**src/rtl/mem_arbiter.sv**
```systemverilog
// Two-port arbiter sharing one single-port word RAM between the CPU and a debug/loader port.
// Debug has priority, capped by a fairness counter; a lock mode gives the loader exclusive access.
module mem_arbiter #(
  parameter int ADDR_W     = 5,
  parameter int DATA_W     = 16,
  parameter int MAX_CONSEC = 4
) (
  input  logic              clk,
  input  logic              rst,

  input  logic              cpu_req,
  input  logic              cpu_we,
  input  logic [1:0]        cpu_be,
  input  logic [ADDR_W-1:0] cpu_addr,
  input  logic [DATA_W-1:0] cpu_wdata,
  output logic              cpu_gnt,
  output logic              cpu_rvalid,
  output logic [DATA_W-1:0] cpu_rdata,

  input  logic              dbg_req,
  input  logic              dbg_we,
  input  logic [1:0]        dbg_be,
  input  logic [ADDR_W-1:0] dbg_addr,
  input  logic [DATA_W-1:0] dbg_wdata,
  input  logic              dbg_lock,
  output logic              dbg_gnt,
  output logic              dbg_rvalid,
  output logic [DATA_W-1:0] dbg_rdata,

  output logic              ram_en,
  output logic              ram_we,
  output logic [1:0]        ram_be,
  output logic [ADDR_W-1:0] ram_addr,
  output logic [DATA_W-1:0] ram_wdata,
  input  logic [DATA_W-1:0] ram_rdata
);

  typedef enum logic [1:0] {OWN_NONE, OWN_CPU, OWN_DBG} owner_e;

  localparam logic [3:0] CNT_MAX = 4'(MAX_CONSEC);

  owner_e            r_rd_owner;
  logic [3:0]        r_cnt;
  logic              r_lock_active;
  logic [DATA_W-1:0] r_cpu_rdata;
  logic [DATA_W-1:0] r_dbg_rdata;

  owner_e            w_winner;
  logic              w_lock;
  logic              w_read;

  // Lock releases in the very cycle dbg_lock drops, so that cycle arbitrates normally.
  assign w_lock = r_lock_active & dbg_lock;

  // NOTE: every signal assigned in always_comb gets a default first, so no latch is inferred.
  always_comb begin
    w_winner = OWN_NONE;
    if (rst) begin
      w_winner = OWN_NONE;
    end else if (w_lock) begin
      if (dbg_req) w_winner = OWN_DBG;
    end else if (dbg_req && cpu_req && (r_cnt == CNT_MAX)) begin
      w_winner = OWN_CPU;
    end else if (dbg_req) begin
      w_winner = OWN_DBG;
    end else if (cpu_req) begin
      w_winner = OWN_CPU;
    end
  end

  always_comb begin
    ram_en    = 1'b0;
    ram_we    = 1'b0;
    ram_be    = 2'b00;
    ram_addr  = '0;
    ram_wdata = '0;
    case (w_winner)
      OWN_CPU: begin
        ram_en    = 1'b1;
        ram_we    = cpu_we;
        ram_be    = cpu_we ? cpu_be : 2'b11;
        ram_addr  = cpu_addr;
        ram_wdata = cpu_wdata;
      end
      OWN_DBG: begin
        ram_en    = 1'b1;
        ram_we    = dbg_we;
        ram_be    = dbg_we ? dbg_be : 2'b11;
        ram_addr  = dbg_addr;
        ram_wdata = dbg_wdata;
      end
      default: ;
    endcase
  end

  assign cpu_gnt = (w_winner == OWN_CPU);
  assign dbg_gnt = (w_winner == OWN_DBG);
  assign w_read  = ram_en & ~ram_we;

  // NOTE: state uses non-blocking assignments and is cleared by the asynchronous reset.
  always_ff @(posedge clk or posedge rst) begin
    if (rst) begin
      r_rd_owner    <= OWN_NONE;
      r_cnt         <= 4'd0;
      r_lock_active <= 1'b0;
      r_cpu_rdata   <= '0;
      r_dbg_rdata   <= '0;
    end else begin
      if (dbg_gnt && dbg_lock) begin
        r_lock_active <= 1'b1;
      end else if (!dbg_lock) begin
        r_lock_active <= 1'b0;
      end

      if (w_lock || !cpu_req || cpu_gnt) begin
        r_cnt <= 4'd0;
      end else if (dbg_gnt && (r_cnt != CNT_MAX)) begin
        r_cnt <= r_cnt + 4'd1;
      end

      r_rd_owner <= w_read ? w_winner : OWN_NONE;

      if (r_rd_owner == OWN_CPU) r_cpu_rdata <= ram_rdata;
      if (r_rd_owner == OWN_DBG) r_dbg_rdata <= ram_rdata;
    end
  end

  // RAM data is presented during the rvalid cycle and held afterwards in the port register.
  assign cpu_rvalid = (r_rd_owner == OWN_CPU);
  assign dbg_rvalid = (r_rd_owner == OWN_DBG);
  assign cpu_rdata  = cpu_rvalid ? ram_rdata : r_cpu_rdata;
  assign dbg_rdata  = dbg_rvalid ? ram_rdata : r_dbg_rdata;

endmodule

```
**config.mk**
```make
export PLATFORM = sky130hd
export DESIGN_NAME = mem_arbiter
export DESIGN_NICKNAME = d
export VERILOG_FILES = /design/src/rtl/mem_arbiter.sv
export SDC_FILE = /design/constraint.sdc
export NUM_CORES = 1
export LEC_CHECK = 0
export ABC_AREA = 1
export BUFFER_PORTS_ARGS = -buffer_cell sky130_fd_sc_hd__buf_4
export CAP_MARGIN = 10
export CORE_MARGIN = 4
export CORE_UTILIZATION = 40
export CTS_BUF_LIST = sky130_fd_sc_hd__clkbuf_2
export DETAILED_ROUTE_END_ITERATION = 6
export PLACE_DENSITY = 0.78
export SYNTH_ARGS = -nofsm -noshare
export SYNTH_HDL_FRONTEND = slang
export SYNTH_SLANG_ARGS = --single-unit
```
**constraint.sdc**
```tcl
create_clock -name clk -period 10.49 [get_ports clk]
set_input_delay 3.147 -clock clk [delete_from_list [all_inputs] [get_ports clk]]
set_output_delay 3.147 -clock clk [all_outputs]
set_load 0.01 [all_outputs]
```
Word level (Yosys, flattened, before mapping) --
Index checks and enable logic that the tools add are counted.
Operators by class: mux-type cells 20, eq/ne operators 7, $add $sub $neg 1, bitwise operators 3, reduce and logical (&&, ||, !) cells 9
Operators by type and width (number):
- $mux 16 | 2
- $pmux 16 s2 | 1
- $mux 2 | 8
- $pmux 5 s2 | 1
- $mux 4 | 2
- $add 4x1->4 const B | 1
- $eq 2x1->1 const B | 2
- $eq 2x2->1 const B | 2
- $eq 4x3->1 const B | 1
- $logic_and 1x1->1 | 4
- $mux 1 | 4
- $ne 4x3->1 const B | 1
- $pmux 2 s2 | 1
- $and 1x1->1 | 2
- $logic_or 1x1->1 | 2
- $ne 2x1->1 const B | 1
- $pmux 1 s2 | 1
- $reduce_bool 2->1 | 1
- $reduce_or 2->1 | 1
- $logic_not 1->1 | 1
- $not 1->1 | 1
Word-level totals: input bits 69, register bits after elaboration 39, word-level logic and storage cells 45, output and inout bits 61

Depth between registers and ports, before layout --
Gate-level depths: netlist (run 1).
word-level depth 10, mapped depth 12, depth with buffers taken out 12

Worst setup path after synthesis (run 1) --
Ideal clock, no wire load.
kind input port to output port, start input port rst, end output port ram_addr[0], stages 8, arrival 5.135 ns, data required time 7.343 ns, path buffers 2, setup slack 2.208 ns, cell sequence inv_1 -> nand3_2 -> inv_1 -> ha_1 -> buf_4 -> buf_4 -> nand2_1 -> a21oi_1
On the way: word-level cells in the longest chain between the ends 3, elaborated cells between the ends (all ways) 4, classes of those cells eq/ne: 2; mux: 2
RTL lines:
- start, declared | line 9 | input logic rst,
- $mux 2 | line 58 | if (rst) begin
- $eq 2x1->1
- named net cpu_gnt | line 16 | output logic cpu_gnt,
- $pmux 5 s2 | line 77 | case (w_winner)
- end, declared | line 33 | output logic [ADDR_W-1:0] ram_addr,
The timed path passes the listed nets, and every way through them passes these cells.

Final worst setup path (run 1) --
start input port dbg_lock, end output port ram_be[0]
On the way: word-level cells in the longest chain between the ends 5, elaborated cells between the ends (all ways) 6, classes of those cells eq/ne: 2; mux: 3; bitwise: 1
RTL lines:
- start, declared | line 25 | input logic dbg_lock,
- $and 1x1->1 * | line 53 | assign w_lock = r_lock_active & dbg_lock;
- $mux 2 * | line 60 | end else if (w_lock) begin
- $mux 2 * | line 58
- $eq 2x2->1 / $eq 2x1->1 (equally long branches) | line 77
- $pmux 2 s2 * | line 77
- end, declared | line 32 | output logic [1:0] ram_be,
Every way passes the cells marked *; elsewhere a longest branch is shown, timed or not.

==> results of run 1 <==
[cell type report]
cell class | count | area share
Multi-Input combinational cell | 176 | 0.2827
Clock inverter | 3 | 0.01256
Clock buffer | 5 | 0.008100
Sequential cell | 39 | 0.3159
Inverter | 31 | 0.03767
Timing Repair Buffer | 130 | 0.3159
Tap cell | 67 | 0.02714
[worst register-to-register path, delay by kind of cell, from the launching register on]
family	cells	cell delay, ns
DFF	1	0.45
buffers and inverters	2	0.20
and+or+nand+nor	6	0.70
adders and majority gates	2	0.94
[cells by family after synthesis]
family                   count (synthesis)  synth area share
AO/OA/AOI/OAI                           62            0.1657
XOR/XNOR                                 1          0.004264
adder cells (fa/ha/maj)                  5           0.03045
buffers and inverters                   45           0.09987
flip-flops                              39            0.4750
AND/OR/NAND/NOR                        108            0.2247
[power groups by stage]
stage	Clock [mW]	Combinational (mW)	Sequential, mW
floorplan	0	0.0883	0.201
global placement	0	0.183	0.202
detailed placement	0	0.188	0.203
CTS	0.0900	0.189	0.199
global route	0.0974	0.204	0.202
finish	0.0864	0.185	0.199
[final timing paths]
check,from,endpoint,cells after the start
max,dbg_lock,ram_be[0],10
min,r_cpu_rdata[0],r_cpu_rdata[0],2
max reg2reg,r_cnt[0],r_rd_owner[1],10
min reg2reg,r_cpu_rdata[0],r_cpu_rdata[0],2
max in group asynchronous,rst,r_cpu_rdata[0],3
min in group asynchronous,rst,r_cpu_rdata[11],3
[layer usage]
layer  track usage  wire [microns]  vias up
met1        0.1977            2162      960
met4       0.05670              86        0
met3       0.05869             541        9
met5             0               0        -
li1              -               -     1071
met2        0.3013            2730       97
[metrics by stage]
step                  util  hold slack, ns
floorplan                -          0.4802
global placement    0.6240          0.4541
detailed placement  0.6240          0.4572
CTS                 0.6372          0.5011
global route        0.6372          0.5183
finish              0.6372          0.4947
[sequential cells by signal, summed over array words and instances (netlist names)]
| name | cells |
|---|---|
| r_cpu_rdata | 16 |
| r_lock_active | 1 |
| r_cnt | 4 |
| r_rd_owner | 2 |
| r_dbg_rdata | 16 |
[placed cells by master, fill, tap and decap left out, drive strengths merged, types with 5 or more instances in the layout]
cell type,count
nor2,8
dfrtp,39
o21ai,38
ha,5
nand2,89
a21oi,24
nand3,9
clkbuf,5
buf,130
inv,31
==> impl_metrics.toml, run 1 <==
[layout]
register_area_sq_um = 975.9
final_nets = 457
stdcell_area_sq_mm = 0.003089
final_cells = 451
n_antenna_cell = 0
multiInputGateArea_sq_um = 873.3
area_growth_pct = 50.37
fillCellCount = 433
drive_gt1_frac = 0.4063

[cts]
post_cts.repair.setup_buffers = 0
cts_tree = "yes"
cts-hold-fix-buffers = 0
clockRootBuffer = "clkbuf_2"
clock_sinks = 39
cts_max_level = 2
post_cts_resized = 0
cts.clk_slew.worst_paths_ns = 0.17
numCtsBuffers = 5
cts_max_path_buffers = 2
clkLatencyLatePin_ns = 0.38

[power]
power.leakage_nw = 1.671
intPower_mw = 0.3201
max-vdd-ir-drop_mv = 0.06302
power.density_mw_per_mm2 = 152.4
combPwrFrac = 0.393
switchingPower_mw = 0.1507
p_seq_frac = 0.423
switching_share = 0.3202
p_total_mw = 0.4708
clkPwrFrac = 0.184

[critical_path]
cp.required_ns = 7.34
endpoint_kind = "output pin"
cp_top_family = "adder cells"
critPathBufInv = 4
start_kind = "input pin"
critPathSlowestCell = "ha_1"
crit_arrival_ns = 5.02
critPathMaxFanout = 26
criticalPathCategory = "in2out"
slowest_delay_ns = 0.75
reg2reg_setup_slack_ns = 8.09
path_cells = "buf_4, nand2_1, nand2_4, inv_1, nand3_2, inv_1, ha_1, o21ai_0, a21oi_1, buf_4"

[synth]
synth_warnings = 0
synth_cells = 260
ys_seq_area_frac = 0.4750
synth_fp_nets = 334
yosysMostFrequentCell = "nand2_1"
synth-edff-count = 0
postSynthAreaPerCell_sq_um = 7.902
synth_cell_types = 22
synthArstFlopShare = 1.000
synth-main-ff-cell = "dfrtp_1"
yosys-top-cells-area = "dfrtp_1, nand2_1, a21oi_1"
ys_seq_elements = 39
yosysTopAreaCell = "dfrtp_1"
synth_top_cell_area_share = 0.4750
syn_area_sq_mm = 0.002054
netlist_top_cells_count = "nand2_1, dfrtp_1, inv_1, a21oi_1, o21ai_0"

[global_routing]
grt_pass1_vias = 2087
grt_max_degree = 40
grt_pass1_wl_mm = 8.873
grt_overflow = 0
grt_usage = 0.1731
antenna_found_initial = 0

[timing]
slew_violations = 0
relSlewSlack = 0.3903
finClkSkew_ns = 0.01863
max_freq_mhz = 122.4
finalCriticalPeriod_ns = 8.169
tightest_slew_ns = 0.9146
fin_crit_sh = 0.7787
rsz0062_at_grt = "false"
finalSetupViolCount = 0
hold_viol_final = 0
setup_tns_ns = 0
setup_ws_ns = 2.321

[route]
drc = 0
firstDrtPassIters = 4
vias = 2137
wl_mm = 5.520
avgRoutedWirePerCell_microns = 12.24
route.antenna.remaining_nets = 0
drt_iter0_drc = 72
vias_per_cell = 4.738

[placed_design]
gp_congestion = 0.7644
postPlaceCellArea_sq_mm = 0.003025
dp_cells = 443
dpl.hpwl_mm = 4.391
port_buffers = 129
post-place-ws_ns = 2.319

[die]
start_util = 0.4237
die_w_microns = 79.67
dieArea_sq_mm = 0.006347
die-height_microns = 79.67
num_io_pins = 130
core_sq_mm = 0.004848
num_rows = 25

[outcome]
status = "finished clean"

[run]
max_cap_viol_count = 0

[hold_path]
min_path_type = "reg2reg"
Power figures use the tool's default switching activity.
==> run 2, diff against run 1 <==
Clock period 10.49 ns to 7.9 ns, I/O delays scaled along.
==> impl_metrics.toml, run 2 (same netlist as run 1, synthesis figures left out) <==
[cts]
cts_tree = "yes"
numCtsBuffers = 5
cts_max_level = 2
clock_sinks = 39
post_cts_resized = 0
post_cts.repair.setup_buffers = 0
cts.clk_slew.worst_paths_ns = 0.18
cts-hold-fix-buffers = 0
clkLatencyLatePin_ns = 0.39
clockRootBuffer = "clkbuf_2"
cts_max_path_buffers = 2

[timing]
max_freq_mhz = 150.9
finalCriticalPeriod_ns = 6.627
whs_ns = 0.4952
hold_viol_final = 0
finClkSkew_ns = 0.01896
finalSetupViolCount = 0
fin_crit_sh = 0.8388
relSlewSlack = 0.3894
tightest_slew_ns = 0.9159
rsz0062_at_grt = "false"
slew_violations = 0
setup_tns_ns = 0

[placed_design]
dp_cells = 443
postPlaceCellArea_sq_mm = 0.003025
gp_congestion = 0.7642
port_buffers = 129
dpl.hpwl_mm = 4.398

[die]
core_sq_mm = 0.004848
dieArea_sq_mm = 0.006347
num_io_pins = 130
die_w_microns = 79.67
num_rows = 25
die-height_microns = 79.67
start_util = 0.4237

[critical_path]
criticalPathCategory = "in2out"
cp_top_family = "adder cells"
critPathBufInv = 4
slowest_delay_ns = 0.76
start_kind = "input pin"
cp.required_ns = 5.53
critPathMaxFanout = 26
crit_arrival_ns = 4.26
endpoint_kind = "output pin"
critPathSlowestCell = "ha_1"
path_cells = "buf_4, nand2_1, nand2_4, inv_1, nand3_2, inv_1, ha_1, o21ai_0, a21oi_1, buf_4"

[layout]
reg_top3 = "r_cpu_rdata: 16 flops, r_dbg_rdata: 16 flops, r_cnt: 4 flops"
final_cells = 451
stdcell_area_sq_mm = 0.003089
drive_gt1_frac = 0.4063
layout_commonest_cell = "buf_4"
mostFrequentLayoutCells = "buf_4, nand2_1, dfrtp_1"
n_antenna_cell = 0
final_nets = 457
area_growth_pct = 50.37

[global_routing]
antenna_found_initial = 0
grt_overflow = 0
grt_max_degree = 40
grt_usage = 0.1767
grt_pass1_wl_mm = 8.963
grt_pass1_vias = 2059

[route]
vias = 2110
wl_mm = 5.532
drc = 0
route.antenna.remaining_nets = 0
vias_per_cell = 4.678
avgRoutedWirePerCell_microns = 12.27
drt_iter0_drc = 63
firstDrtPassIters = 4

[power]
power.density_mw_per_mm2 = 202.5
power.leakage_nw = 1.671
max-vdd-ir-drop_mv = 0.09483

[run]
max_cap_viol_count = 0

[outcome]
status = "finished clean"

[hold_path]
min_path_type = "reg2reg"
==> run 2: cell counts in the layout (fill, tap and decap cells not counted) <==
No cell type changed its count.
==> run 2: worst paths after layout <==
path / startpoint / to / slack, ns / cells after the start
setup / recovery: dbg_lock / ram_be[0] / 1.27 / 10
hold / removal: r_cpu_rdata[3] / r_cpu_rdata[3] / 0.50 / 2
setup reg to reg: r_cnt[0] / r_rd_owner[1] / 5.50 / 11
hold reg to reg: r_cpu_rdata[3] / r_cpu_rdata[3] / 0.50 / 2
max in group asynchronous: rst / r_cpu_rdata[15] / 5.39 / 3
min in group asynchronous: rst / r_cpu_rdata[11] / 2.17 / 3
==> run 2: cell type report <==
| type | instances | area (sq um) |
|---|---|---|
| tap | 67 | 83.83 |
| fill | 437 | 1759 |
| clock buffer | 5 | 25.02 |
| clock inverter | 3 | 38.79 |
| inverter | 31 | 116.4 |
| sequential | 39 | 975.9 |
| multi-input combinational | 176 | 873.3 |
| timing repair buffer | 130 | 975.9 |
==> run 2: per-stage QoR <==
stage	setup slack, ns	power (mW)	util
detailed placement	1.268	0.5196	0.6240
CTS	1.263	0.6360	0.6372
global placement	1.350	0.5115	0.6240
floorplan	1.172	0.3839	-
global route	1.064	0.6698	0.6372
finish	1.273	0.6257	0.6372
==> run 2: where the power goes <==
| group | internal (mW) | switching [mW] |
|---|---|---|
| logic | 0.121 | 0.124 |
| clock network | 0.0521 | 0.0633 |
| registers | 0.251 | 0.0133 |
| total | 0.425 | 0.201 |
==> run 2: worst reg2reg max path, cell delays in order, from the launching register on <==
cell	delay [ns]
dfrtp_1	0.45
inv_1	0.12
ha_1	0.19
nand3_2	0.11
nor2_1	0.11
nor2_1	0.05
nand2_2	0.07
inv_1	0.06
ha_1	0.76
inv_1	0.16
nand3_1	0.17
nor2_1	0.06
==> run 2: per-layer routing <==
layer / vias to the layer above / track usage / routed length, microns
li1: 1071 / - / -
met5: - / 0 / 0
met2: 89 / 0.3114 / 2731
met1: 941 / 0.2034 / 2227
met3: 9 / 0.05418 / 492
met4: 0 / 0.05498 / 80
==> run 3, diff against run 2 <==
Settings changed: ABC_AREA 1 to 0, PLACE_DENSITY 0.78 to 0.79.
Clock period 7.9 ns to 6.5 ns, I/O delays scaled along.
==> impl_metrics.toml, run 3 <==
[route]
vias_per_cell = 4.984
firstDrtPassIters = 4
vias = 1834
route.antenna.remaining_nets = 0
drc = 0
wl_mm = 5.431
drt_iter0_drc = 44
avgRoutedWirePerCell_microns = 14.76

[hold_path]
min_path_type = "reg2reg"

[global_routing]
grt_max_degree = 40
grt_pass1_wl_mm = 8.535
grt_overflow = 0
grt_usage = 0.1781
grt_pass1_vias = 1880
antenna_found_initial = 0

[die]
num_io_pins = 130
die-height_microns = 77.79
num_rows = 25
start_util = 0.4125
die_w_microns = 77.79
core_sq_mm = 0.004723
dieArea_sq_mm = 0.006051

[layout]
area_growth_pct = 55.68
n_antenna_cell = 0
layout_commonest_cell = "buf_4"
mostFrequentLayoutCells = "buf_4, dfrtp_1, mux2_2"
fillCellCount = 418
stdcell_area_sq_mm = 0.003033
final_cells = 368
final_nets = 374
drive_gt1_frac = 0.5748
reg_top3 = "r_cpu_rdata: 16 flops, r_dbg_rdata: 16 flops, r_cnt: 4 flops"

[synth]
synth_cell_types = 28
synth_top_cell_area_share = 0.5010
ys_seq_elements = 39
yosys-top-cells-area = "dfrtp_1, mux2_2, a22oi_1"
synthArstFlopShare = 1.000
netlist_top_cells_count = "dfrtp_1, mux2_2, nor2_1, a22oi_1, inv_1"
syn_area_sq_mm = 0.001948
synth_warnings = 0
synth-edff-count = 0
yosysMostFrequentCell = "dfrtp_1"
postSynthAreaPerCell_sq_um = 11.13
synth_fp_nets = 249
ys_seq_area_frac = 0.5010
yosysTopAreaCell = "dfrtp_1"
synth-main-ff-cell = "dfrtp_1"
synth_cells = 175

[timing]
setup_tns_ns = 0
max_freq_mhz = 171.4
hold_viol_final = 0
finalCriticalPeriod_ns = 5.833
finClkSkew_ns = 0.01476
rsz0062_at_grt = "false"
finalSetupViolCount = 0
relSlewSlack = 0.4141
slew_violations = 0
fin_crit_sh = 0.8974
tightest_slew_ns = 0.8788
whs_ns = 0.5193

[cts]
cts_max_level = 2
cts_tree = "yes"
cts_max_path_buffers = 2
post_cts.repair.setup_buffers = 0
clockRootBuffer = "clkbuf_2"
cts-hold-fix-buffers = 0
clock_sinks = 39
clkLatencyLatePin_ns = 0.38
post_cts_resized = 0
cts.clk_slew.worst_paths_ns = 0.17
numCtsBuffers = 5

[placed_design]
dpl.hpwl_mm = 4.360
dp_cells = 360
postPlaceCellArea_sq_mm = 0.002943
port_buffers = 129
gp_congestion = 0.7847

[power]
power.density_mw_per_mm2 = 257.7
power.leakage_nw = 1.509
max-vdd-ir-drop_mv = 0.09922
p_total_mw = 0.7817

[outcome]
status = "finished clean"

[run]
max_cap_viol_count = 0

[critical_path]
criticalPathCategory = "in2out"
critPathMaxFanout = 26
endpoint_kind = "output pin"
start_kind = "input pin"
cp.required_ns = 4.55
crit_arrival_ns = 3.88
==> run 3: per-stage QoR <==
stage,worst slack (ns),util
3_3_place_gp,0.7361,0.6230
4_1_cts,0.6734,0.6421
2_1_floorplan,0.4895,-
5_1_grt,0.5600,0.6421
6_report,0.6671,0.6421
3_5_place_dp,0.6798,0.6230
==> run 3: area by class of cell <==
class                      instances  area (sq um)  share of cell area
sequential                        39         975.9              0.3218
clock buffer                       6         30.03            0.009901
tap                               67         83.83             0.02764
clock inverter                     2         60.06             0.01980
multi-input combinational        113         862.1              0.2842
inverter                          10         37.54             0.01238
timing repair buffer             131         983.4              0.3243
==> run 3: final timing paths <==
check                              start               to  slack, ns  depth (start not counted)
max                             dbg_lock        ram_be[1]       0.67                          7
min                        r_lock_active    r_lock_active       0.52                          1
max reg2reg                     r_cnt[0]    r_rd_owner[0]       3.85                          8
min reg2reg                r_lock_active    r_lock_active       0.52                          1
max in group asynchronous            rst   r_dbg_rdata[5]       4.47                          3
min in group asynchronous            rst  r_cpu_rdata[14]       1.70                          3
==> run 3: power by group <==
group	total (mW)	switching [mW]	internal, mW	leakage (nW)
registers	0.316	0.0136	0.302	0.479
clock network	0.180	0.0749	0.105	0.0532
logic	0.286	0.124	0.162	0.977
total	0.782	0.213	0.569	1.51
==> run 3: routing by layer <==
layer / track usage / up-vias / wire length [microns]
met2: 0.3202 / 96 / 2770
met3: 0.07773 / 5 / 689
met4: 0.04270 / 0 / 36
met5: 0 / - / 0
li1: - / 865 / -
met1: 0.1901 / 868 / 1935
==> run 3: worst max-delay path: stages <==
cell and delay [ns]:
buf_4 0.11, a21bo_2 0.23, o211ai_1 0.25, ha_1 0.79, o21ai_0 0.20, a21oi_1 0.20
buf_4 0.15
==> run 3: cells by family after synthesis <==
| group | share of synthesized area |
|---|---|
| buf+inv | 0.05652 |
| flops | 0.5010 |
| mux | 0.1850 |
| fa+ha+maj | 0.03211 |
| compound gates | 0.1349 |
| simple gates | 0.09056 |
